==> config.mk <==
export PLATFORM = sky130hd
export DESIGN_NAME = exe_muldiv_seq
export DESIGN_NICKNAME = d
export VERILOG_FILES = /design/src/rtl/exe_pkg.sv /design/src/rtl/muldiv_step.sv /design/src/rtl/exe_muldiv_seq.sv
export SDC_FILE = /design/constraint.sdc
export NUM_CORES = 1
export LEC_CHECK = 0
export CAP_MARGIN = 10
export CORE_MARGIN = 4
export CORE_UTILIZATION = 40
export CTS_CLUSTER_SIZE = 12
export DETAILED_ROUTE_END_ITERATION = 6
export PLACE_DENSITY_LB_ADDON = 0.3
export SYNTH_ARGS = -nofsm -noshare
export SYNTH_HDL_FRONTEND = slang
export SYNTH_SLANG_ARGS = --single-unit
==> constraint.sdc <==
create_clock -name clk -period 3.95 [get_ports clk]
set_input_delay 0.395 -clock clk [delete_from_list [all_inputs] [get_ports clk]]
set_output_delay 0.395 -clock clk [all_outputs]
set_load 0.02 [all_outputs]
==> src/rtl/exe_pkg.sv <==
// Shared encodings for the EXE-stage multiply/divide sequencer.
package exe_pkg;
  localparam int EXE_WIDTH = 32;

  localparam logic [1:0] OP_MULU = 2'd0;
  localparam logic [1:0] OP_MUL  = 2'd1;
  localparam logic [1:0] OP_DIVU = 2'd2;
  localparam logic [1:0] OP_DIV  = 2'd3;

  typedef enum logic [2:0] {S_IDLE, S_PREP, S_RUN, S_FIX, S_DONE} state_e;
endpackage

==> src/rtl/muldiv_step.sv <==
// One radix-2 iteration: shift-add multiply on {acc,q} or restoring shift-subtract divide.
module muldiv_step #(
  parameter int WIDTH = 32
) (
  input  logic             i_div,
  input  logic [WIDTH-1:0] i_acc,
  input  logic [WIDTH-1:0] i_q,
  input  logic [WIDTH-1:0] i_b,
  output logic [WIDTH-1:0] o_acc,
  output logic [WIDTH-1:0] o_q
);
  logic [WIDTH:0] w_sum, w_sh, w_diff;

  always_comb begin
    w_sum  = {1'b0, i_acc} + (i_q[0] ? {1'b0, i_b} : '0);
    w_sh   = {i_acc, i_q[WIDTH-1]};
    // rem < divisor holds every step, so the MSB of the difference is a clean borrow flag
    w_diff = w_sh - {1'b0, i_b};
    if (i_div) begin
      o_acc = w_diff[WIDTH] ? w_sh[WIDTH-1:0] : w_diff[WIDTH-1:0];
      o_q   = {i_q[WIDTH-2:0], ~w_diff[WIDTH]};
    end else begin
      o_acc = w_sum[WIDTH:1];
      o_q   = {w_sum[0], i_q[WIDTH-1:1]};
    end
  end
endmodule

==> src/rtl/exe_muldiv_seq.sv <==
// Multi-cycle MUL/DIV sequencer: stalls EXE, iterates a radix-2 datapath, returns HI/LO.
module exe_muldiv_seq
  import exe_pkg::*;
#(
  parameter int WIDTH = EXE_WIDTH,
  parameter int ITERS = WIDTH
) (
  input  logic             clk,
  input  logic             rst_n,
  input  logic             start,
  input  logic [1:0]       op,
  input  logic [WIDTH-1:0] dataa,
  input  logic [WIDTH-1:0] datab,
  input  logic             flush,
  output logic             stall,
  output logic             busy,
  output logic             done,
  output logic             div_zero,
  output logic [WIDTH-1:0] hi,
  output logic [WIDTH-1:0] lo
);
  localparam int CW = $clog2(ITERS);

  state_e             r_state, w_nxt;
  logic [1:0]         r_op;
  logic [WIDTH-1:0]   r_a, r_b, r_acc, r_q, r_hi, r_lo;
  logic [CW-1:0]      r_cnt;
  logic               r_sq, r_sr, r_dz;

  logic               w_div, w_sa, w_sb, w_bz, w_accept;
  logic [WIDTH-1:0]   w_mag_a, w_mag_b, w_acc_n, w_q_n, w_quo, w_rem;
  logic [2*WIDTH-1:0] w_prod;

  assign w_div    = r_op[1];
  assign w_sa     = r_op[0] & r_a[WIDTH-1];
  assign w_sb     = r_op[0] & r_b[WIDTH-1];
  assign w_bz     = (r_b == '0);
  assign w_mag_a  = w_sa ? -r_a : r_a;
  assign w_mag_b  = w_sb ? -r_b : r_b;
  assign w_accept = start && !flush;

  // Sign fix-up: a product is negated as a whole, quotient and remainder separately
  assign w_prod = r_sq ? -{r_acc, r_q} : {r_acc, r_q};
  assign w_quo  = r_sq ? -r_q : r_q;
  assign w_rem  = r_sr ? -r_acc : r_acc;

  muldiv_step #(.WIDTH(WIDTH)) u_step (
    .i_div (w_div),
    .i_acc (r_acc),
    .i_q   (r_q),
    .i_b   (r_b),
    .o_acc (w_acc_n),
    .o_q   (w_q_n)
  );

  always_ff @(posedge clk or negedge rst_n) begin
    if (!rst_n) r_state <= S_IDLE;
    else        r_state <= w_nxt;
  end

  always_comb begin
    w_nxt = r_state;
    stall = 1'b0;
    case (r_state)
      S_IDLE: begin
        stall = w_accept;
        if (w_accept) w_nxt = S_PREP;
      end
      S_PREP: begin
        stall = 1'b1;
        w_nxt = (w_div && w_bz) ? S_DONE : S_RUN;
      end
      S_RUN: begin
        stall = 1'b1;
        if (r_cnt == '0) w_nxt = S_FIX;
      end
      S_FIX: begin
        stall = 1'b1;
        w_nxt = S_DONE;
      end
      S_DONE:  w_nxt = S_IDLE;
      default: w_nxt = S_IDLE;
    endcase
    if (flush && r_state != S_DONE) w_nxt = S_IDLE;
  end

  always_ff @(posedge clk or negedge rst_n) begin
    if (!rst_n) begin
      r_op  <= '0;
      r_a   <= '0;
      r_b   <= '0;
      r_acc <= '0;
      r_q   <= '0;
      r_cnt <= '0;
      r_sq  <= 1'b0;
      r_sr  <= 1'b0;
      r_dz  <= 1'b0;
      r_hi  <= '0;
      r_lo  <= '0;
    end else begin
      case (r_state)
        S_IDLE: if (w_accept) begin
          r_op <= op;
          r_a  <= dataa;
          r_b  <= datab;
        end
        S_PREP: begin
          r_acc <= '0;
          r_q   <= w_mag_a;
          r_b   <= w_mag_b;
          r_sq  <= w_sa ^ w_sb;
          r_sr  <= w_sa;
          r_cnt <= CW'(ITERS - 1);
          if (!flush && w_div && w_bz) begin
            r_hi <= r_a;
            r_lo <= '1;
            r_dz <= 1'b1;
          end
        end
        S_RUN: begin
          r_acc <= w_acc_n;
          r_q   <= w_q_n;
          r_cnt <= r_cnt - CW'(1);
        end
        S_FIX: if (!flush) begin
          r_hi <= w_div ? w_rem : w_prod[2*WIDTH-1:WIDTH];
          r_lo <= w_div ? w_quo : w_prod[WIDTH-1:0];
          r_dz <= 1'b0;
        end
        default: ;
      endcase
    end
  end

  assign busy     = (r_state != S_IDLE);
  assign done     = (r_state == S_DONE);
  assign div_zero = done & r_dz;
  assign hi       = r_hi;
  assign lo       = r_lo;
endmodule

# Word-level counts from Yosys, hierarchy flattened
# Index checks and enable logic that the tools add are counted.
dict set report word_totals {
  register_bits 205
  inputBits 70
  out_inout_bits 68
  elab_cells 85
}
dict set report op_classes {
  addsub 8
  n_eq_ne 11
  n_mux 31
  bitwise_logic 5
  reduce_logical 18
}
# op count
set op_table {}
lappend op_table {{32-bit two-way mux} 15}
lappend op_table {{32-bit one-hot mux with 2 select lines} 5}
lappend op_table {{32-bit negator} 4}
lappend op_table {{64-bit two-way mux} 1}
lappend op_table {{64-bit negator} 1}
lappend op_table {{32-bit by 33-bit adder with 33-bit output} 1}
lappend op_table {{33-bit by 32-bit subtractor with 33-bit output} 1}
lappend op_table {{32-bit logical NOT} 1}
lappend op_table {{3-bit two-way mux} 4}
lappend op_table {{3-bit one-hot mux with 4 select lines} 1}
lappend op_table {{5-bit one-hot mux with 2 select lines} 1}
lappend op_table {{3-bit inequality test, second input constant} 3}
lappend op_table {{2-bit inequality test, second input constant} 4}
lappend op_table {{3-bit by 2-bit equality test with 1-bit output, second input constant} 2}
lappend op_table {{3-bit AND reduction} 2}
lappend op_table {{2-bit nonzero test} 3}
lappend op_table {{1-bit logical AND} 5}
lappend op_table {{5-bit logical NOT} 1}
lappend op_table {{5-bit by 1-bit subtractor with 5-bit output, second input constant} 1}
lappend op_table {{1-bit one-hot mux with 2 select lines} 2}
lappend op_table {{2-bit AND reduction} 2}
lappend op_table {{1-bit AND} 3}
lappend op_table {{3-bit by 1-bit equality test with 1-bit output, second input constant} 1}
lappend op_table {{3-bit equality test, second input constant} 1}
lappend op_table {{other kinds (7)} 8}

# Longest topological paths before layout
# Gate-level depths: netlist (run 1).
dict set report depth {
  depth_word 5
  depth_mapped 17
  depth_no_buf 15
}

# Hierarchy
# A second synthesis (run 1) with hierarchy kept.
dict set report hier_totals {
  hier_cells 1971
  area_unflattened_um2 15753.9
}
# mod instances cells_each area_each_um2 seq_area_each_um2
set by_module_without_submodules {}
lappend by_module_without_submodules {exe_muldiv_seq 1 1298 11272.1 5129.9}
lappend by_module_without_submodules {muldiv_step 1 673 4481.8 0.0}

# Worst setup path after synthesis (run 1)
# No wires, ideal clock.
dict set report synth_path {
  path_type {reg-to-reg}
  from {reg r_q[31]}
  to {reg r_acc[23]}
  setup_time_ps 122
  t_arrival_ps 3258
  required_ps 3828
  setup_slack_ps 571
  path_stages_with_launch 15
  path_buffers 3
  synth_period_minus_slack_ps 3379
  path_cell_list {dfrtp_1 -> clkbuf_1 -> inv_1 -> ha_1 -> fa_1 -> nor2b_1 -> o31ai_1 -> a31oi_1 -> a221oi_1 -> o221a_2 -> a211oi_1 -> clkbuf_1 -> buf_2 -> nand3_1 -> a32o_1}
}
dict set report synth_between {
  elab_chain_cells 4
}
# item line
set synth_rtl {}
lappend synth_rtl {{start, declared} exe_muldiv_seq.sv:26} ;# logic [WIDTH-1:0] r_a, r_b, r_acc, r_q, r_hi, r_lo;
lappend synth_rtl {{start signal, assigned} exe_muldiv_seq.sv:109} ;# r_q <= w_mag_a;
lappend synth_rtl {{start signal, assigned} exe_muldiv_seq.sv:122} ;# r_q <= w_q_n;
lappend synth_rtl {{33-bit by 32-bit subtractor with 33-bit output} muldiv_step.sv:18} ;# w_diff = w_sh - {1'b0, i_b};
lappend synth_rtl {{32-bit two-way mux} muldiv_step.sv:20} ;# o_acc = w_diff[WIDTH] ? w_sh[WIDTH-1:0] : w_diff[WIDTH-1:0];
lappend synth_rtl {{32-bit two-way mux} muldiv_step.sv:19} ;# if (i_div) begin
lappend synth_rtl {{32-bit one-hot mux with 2 select lines} exe_muldiv_seq.sv:101} ;# case (r_state)
lappend synth_rtl {{end signal, assigned} exe_muldiv_seq.sv:121} ;# r_acc <= w_acc_n;
lappend synth_rtl {{end, declared} exe_muldiv_seq.sv:26}
# No other way between the ends.
# A chain may end at the register's enable or synchronous reset.

# Worst setup path in the final report (run 1)
dict set report layout_path {
  from {reg r_q[5]}
  to {reg r_hi[11] (netlist: hi[11])}
}
dict set report layout_between {
  elab_chain_cells 5
}
# item line
set layout_rtl {}
lappend layout_rtl {{64-bit negator} exe_muldiv_seq.sv:43} ;# assign w_prod = r_sq ? -{r_acc, r_q} : {r_acc, r_q};
lappend layout_rtl {{64-bit two-way mux} exe_muldiv_seq.sv:43}
lappend layout_rtl {{32-bit two-way mux} exe_muldiv_seq.sv:126} ;# r_hi <= w_div ? w_rem : w_prod[2*WIDTH-1:WIDTH];
lappend layout_rtl {{32-bit two-way mux} exe_muldiv_seq.sv:125} ;# S_FIX: if (!flush) begin
lappend layout_rtl {{32-bit one-hot mux with 2 select lines} exe_muldiv_seq.sv:101}
lappend layout_rtl {{end signal, assigned} exe_muldiv_seq.sv:115} ;# r_hi <= r_a;
lappend layout_rtl {{end signal, assigned} exe_muldiv_seq.sv:126}
lappend layout_rtl {{end, declared} exe_muldiv_seq.sv:26}
# No other way between the ends. The select of a mux whose other input is x is not followed.

==> results of run 1 <==
[worst paths after layout]
| kind | start | end | slack (ns) | cells after the start |
|---|---|---|---|---|
| setup / recovery | r_q[5] | hi[11] | 0.15 | 10 |
| hold / removal | datab[1] | r_b[1] | 0.43 | 3 |
| setup reg to reg | r_q[5] | hi[11] | 0.15 | 10 |
| hold reg to reg | hi[28] | hi[28] | 0.48 | 2 |
| max in group asynchronous | rst_n | r_op[1] | 2.30 | 3 |
| min in group asynchronous | rst_n | hi[3] | 0.48 | 2 |
[state kept, by name, indices dropped and copies added (netlist names), 2 cells and up]
signal	cells
hi	32
lo	32
r_a	32
r_acc	32
r_b	32
r_cnt	5
r_op	2
r_q	32
r_state	3
[through the flow]
step           instance area (sq um)  total power [W]  hold slack [ns]  utilization (%)  setup WS (ns)
3_3_place_gp                   17800           0.0134            0.463             46.1         0.0549
2_1_floorplan                  15700           0.0101           0.0994                -          0.571
4_1_cts                        18700           0.0160            0.420             48.4         0.0148
5_1_grt                        18800           0.0172            0.446             48.6         0.0155
3_5_place_dp                   17800           0.0135            0.474             46.1         0.0436
6_report                       18800           0.0161            0.427             48.6          0.155
[synth_stat cells, types with 9 or more instances]
cell type and count:
xor2_1 69, a31oi_1 45, nand4_1 10, o21ai_0 166, o221ai_1 9, nand2_1 163, o22ai_1 29, a21o_1 29
nor2_1 158, or3_1 26, o21a_1 12, o31ai_1 21, nand3_1 57, xnor2_1 69, nor3_1 43, o211ai_1 46
a211oi_1 21, a21oi_1 144, buf_1 17, dfrtp_1 205, a22oi_1 20, nand2b_1 18, and3_1 13, mux2_2 35
nor4_1 17, o21bai_1 9, inv_1 64, ha_1 70, o41ai_1 10, clkbuf_1 90, or4_1 11, mux2i_1 65
[area by class of cell]
cell class / count / area (sq um) / area share, %
multi-input cells: 1497 / 9850 / 52.5
flip-flops and latches: 205 / 5130 / 27.3
repair buffers: 218 / 2010 / 10.7
clock buffers: 33 / 708 / 3.77
well taps: 518 / 648 / 3.45
inverters: 66 / 253 / 1.35
clock inverters: 15 / 170 / 0.906
[per-layer routing]
metal  vias up  global-route usage [%]  routed length, microns
li1       7196                       -                       -
met1      7377                    33.4                   23000
met2       570                    42.8                   26400
met3       105                    2.70                    3230
met4         0                    8.75                    2180
met5         -                       0                       0
[worst reg2reg max path, cell delays in order, from the launching register on]
cell	delay, ns
dfrtp_1	0.45
or4_1	0.57
or2_2	0.35
or4_1	0.62
nor4_2	0.35
o22ai_2	0.22
o41ai_2	0.34
xor2_1	0.40
nor2_1	0.08
a21oi_1	0.20
o21ai_1	0.08
[what timing repair did]
| item | 4_1_cts | 5_1_grt |
|---|---|---|
| hold buffers | 1 | 0 |
| gates resized for setup | 0 | 15 |
| setup endpoints to repair | 0 | 21 |
| hold endpoints to repair | 59 | 0 |
[power breakdown]
part           total (W)  internal, W  leakage (nW)  switching (W)
clock network    0.00246      0.00147         0.417       0.000993
logic            0.00954      0.00396          5.00        0.00558
registers        0.00412      0.00294          2.52        0.00118
[cells by family after synthesis]
kind of cell | share of synthesized area (%)
buf+inv | 4.94
xor+xnor | 7.72
flops | 32.8
mux | 6.67
simple gates | 17.2
fa+ha+maj | 5.85
compound gates | 24.9
==> results.md, run 1 <==
* Worst-path maximum fanout at 6
* Yosys warns at 0
* CP max stage delay at 0.62 ns
* Yosys reg bits at 205
* Status: completed
* Vias in the first global route at 14800
* Setup repair bufs after CTS at 0
* Clk_lat worst skew at 0.55 ns
* P_leak at 7.94 nW
* DRT iter0 DRCs at 1433
* Initial core utilization at 40.5%
* Leading post-synthesis cells by cell area: dfrtp_1 (33%), ha_1 (5.6%), o21ai_0 (5.3%)
* Post-synth top area cell: dfrtp_1
* Pin count of the biggest net entering global routing at 86
* CP dominant cell by count: or4_1
* Syn avg cell area at 8.29 sq um
* Min-delay worst type: input pin to flip-flop
* Row Count at 72
* Top Ports at 138
* Core Area at 0.0386 sq mm
* Residual DRC at 0
* Final HPWL DP at 41200 microns
* GRT Total Usage at 25.2%
* Final hold violation count at 0
* Vias per cell at 5.97
* Most common cell after layout, fill and taps aside: dfrtp_1
* Number of max-cap violations at 0
* Fin. max-slew vios at 0
* Inst Count DP at 2503
* Clock transition at path regs at 0.06 ns
* Die Y at 206 microns
* WS Path Type: flip-flop to flip-flop
* CTS Sinks at 205
* Vias at 15200
* Worst clock skew at 0.0260 ns
* Final WL at 54800 microns
* Sequential-to-total area share from yosys stat at 32.8%
* Post-synth EDFFs at 0
* Syn Inst Count at 1889
* Most frequent cells in the layout: dfrtp_1 (204), o21ai_0 (165), nand2_1 (163)
* Crit path max-delay family: simple AND/OR/NAND/NOR gates
* CP Cell Sequence: or4_1 > or2_2 > or4_1 > nor4_2 > o22ai_2 > o41ai_2 > xor2_1 > nor2_1 > a21oi_1 > o21ai_1
* WP buf/inv at 0
* Final Setup Violations at 0
* Post-Syn Nets at 2031
* Worst setup EP type: flip-flop
* First-pass GRT wire length at 85400 microns
* Max Root-Sink Buffers at 3
* Fin Setup TNS at 0 ns
* Layout cells sized above 1 at 9.69%
* Critical path arrival at 4.19 ns
* DRT Pass-1 Iters at 5
* Worst EP required at 4.34 ns
* Gpl congestion at 0.966
* CTS tree: yes
* Peak VDD IR at 368 uV
* Post-route ant nets at 0
* Port Buffers at 137
* Die span in x at 206 microns
* Area growth syn-to-layout at 19.9%
* Fillers at 3715
* CTS buffer count at 26
* Slew @ Worst Pin at 1.08 ns
* Top_reg_cell synth: dfrtp_1
* Kind of start point of the critical path: flip-flop
* Final net count at 2156
* Fin crit period at 3.80 ns
* FMAX at 264 MHz
* Antenna Cells at 0
* Clock root buffer: clkbuf_16
* H-tree levels at 1
* DR WL/cell at 21.5 microns
* Fin cells at 2552
* Async SR Flop Fraction at 100%
* Die ar. at 0.0424 sq mm
* Slew headroom at 27.8%
* Tcrit/Tclk final at 96.1%
* Post-synth top area share at 32.8%
* Initial antenna violation count at 0
* Yosys cell types at 78
* Crit-path slowest cell: or4_1
* Synthesized area at 0.0157 sq mm
* Total global routing overflow at 0
* RSZ-0062 raised after global routing: false
* P per Cell Area at 859 mW/mm^2
Power figures use the tool's default switching activity.
==> run 2, diff against run 1 <==
Settings changed: CORE_MARGIN 4 to unset.
==> run 2 against run 1 <==
Via count rose by 0.70%. Critical path depth did not move. Worst setup slack worse by 0.026 ns. Clock skew down 0.0082 ns. Clock power barely moved.
==> results.md, run 2 (synthesis results as in run 1) <==
* Core Area at 0.0386 sq mm
* Die span in x at 200 microns
* Min-delay worst type: input pin to flip-flop
* Post-route ant nets at 0
* Status: completed
* FMAX at 262 MHz
* Area growth syn-to-layout at 19.5%
* Setup crit start: r_q[6]
* Slew @ Worst Pin at 1.18 ns
* Placed Area at 0.0178 sq mm
* Fin util at 48.4%
* Met3 routed WL at 3230 microns
* Clock transition at path regs at 0.06 ns
* Vias at 15400
* Worst setup EP type: flip-flop
* Final WL at 54600 microns
* Initial core utilization at 40.5%
* Clk_lat worst skew at 0.57 ns
* Final net count at 2151
* DR WL/cell at 21.5 microns
* Worst-path maximum fanout at 5
* CTS tree: yes
* Footprint of the multi-input gates at 0.00984 sq mm
* Crit-path slowest cell: or4_1
* Fin cells at 2544
* Initial antenna violation count at 0
* Kind of start point of the critical path: flip-flop
* P per Cell Area at 859 mW/mm^2
* Top Ports at 138
* Total global routing overflow at 0
* DRT Pass-1 Iters at 6
* WS Path Type: flip-flop to flip-flop
* CTS Sinks at 205
* Worst EP required at 4.38 ns
* Fin crit period at 3.82 ns
* CP dominant cell by count: or4_1
* First-pass GRT wire length at 84300 microns
* Met1 wire length at 23300 microns
* Fin area at 0.0187 sq mm
* Met2 routed WL at 26300 microns
* Critical R2R Launch: r_q[6]
* Gpl congestion at 0.992
* Final hold violation count at 0
* Worst clock skew at 0.0178 ns
* Register Area at 0.00513 sq mm
* Power, Total at 0.0161 W
* Residual DRC at 0
* Inst Count DP at 2499
* Clock root buffer: clkbuf_16
* GRT Total Usage at 27.3%
* Vias per cell at 6.04
* CP max stage delay at 0.62 ns
* Peak VDD IR at 452 uV
* Pin count of the biggest net entering global routing at 104
* RSZ-0062 raised after global routing: false
* Most frequent cells in the layout: dfrtp_1 (204), o21ai_0 (165), nand2_1 (163)
* Min-delay src: dataa[21]
* Final HPWL DP at 40900 microns
* Critical path arrival at 4.25 ns
* DRT iter0 DRCs at 1435
* CTS buffer count at 25
* CP Cell Sequence: or4_1 > or2_2 > or4_1 > nor4_2 > o22ai_1 > o41ai_1 > xor2_1 > nor2_1 > a21oi_1 > o21ai_1
* Vias in the first global route at 14600
* H-tree levels at 1
* Die Y at 200 microns
* Tcrit/Tclk final at 96.7%
* Antenna Cells at 0
* Layout cells sized above 1 at 9.13%
* P_leak at 7.92 nW
* Fin Setup TNS at 0 ns
* Top sig layer: met4
* Fillers at 3716
* Setup repair bufs after CTS at 0
* Die ar. at 0.0400 sq mm
* Max Root-Sink Buffers at 3
* Row Count at 72
* Final Setup Violations at 0
* Slew headroom at 21.3%
* Port Buffers at 137
* Most common cell after layout, fill and taps aside: dfrtp_1
* Number of max-cap violations at 0
* Fin. max-slew vios at 0
[run 2: cell types whose count changed in the layout (fill, tap and decap cells not counted), sizes merged]
cell and change:
clkinv -5, inv +1, buf -4, clkinvlp -4
clkbuf +4
[run 2: layout make-up]
type                       instances  area share, %
clock buffer                      37           3.80
clock inverter                     7          0.702
inverter                          66           1.35
multi-input combinational       1497           52.6
sequential                       205           27.4
tap                              518           3.46
timing repair buffer             214           10.7
[run 2: final timing paths]
check                      slack, ns  depth (start not counted)        to
setup / recovery                0.13                         10    hi[11]
hold / removal                  0.44                          2   r_a[21]
setup reg to reg                0.13                         10    hi[11]
hold reg to reg                 0.48                          2    hi[27]
max in group asynchronous       2.32                          3  r_acc[1]
min in group asynchronous       0.50                          2    r_a[6]
[run 2: routing by layer]
layer / GRT usage (%) / vias to the layer above
li1: - / 7177
met1: 36.1 / 7489
met2: 46.2 / 589
met3: 3.04 / 99
met4: 9.47 / 0
met5: 0 / -
[run 2: critical path: cells and delay by family (launching register included)]
kind | cells | cell delay [ns]
xor gates and xnor gates | 1 | 0.25
DFF | 1 | 0.43
and+or+nand+nor | 5 | 1.97
AOI/OAI and AO/OA | 4 | 1.03
[run 2: power breakdown]
part           switching [W]  leakage (nW)  internal [W]
Combinational        0.00558          4.99       0.00395
Sequential           0.00118          2.52       0.00294
Clock               0.000982         0.407       0.00144
[run 2: metrics by stage]
stage	setup slack (ns)	hold WS, ns
4_1_cts	0.00771	0.424
3_5_place_dp	0.0408	0.476
5_1_grt	0.0113	0.434
2_1_floorplan	0.571	0.0994
6_report	0.129	0.445
3_3_place_gp	0.0844	0.473
[run 2: timing repair]
item | in CTS | in global routing
endpoints found under the hold margin | 63 | 0
endpoints found under the setup margin | 0 | 19
gates resized for setup | 0 | 13
hold buffers | 1 | 0
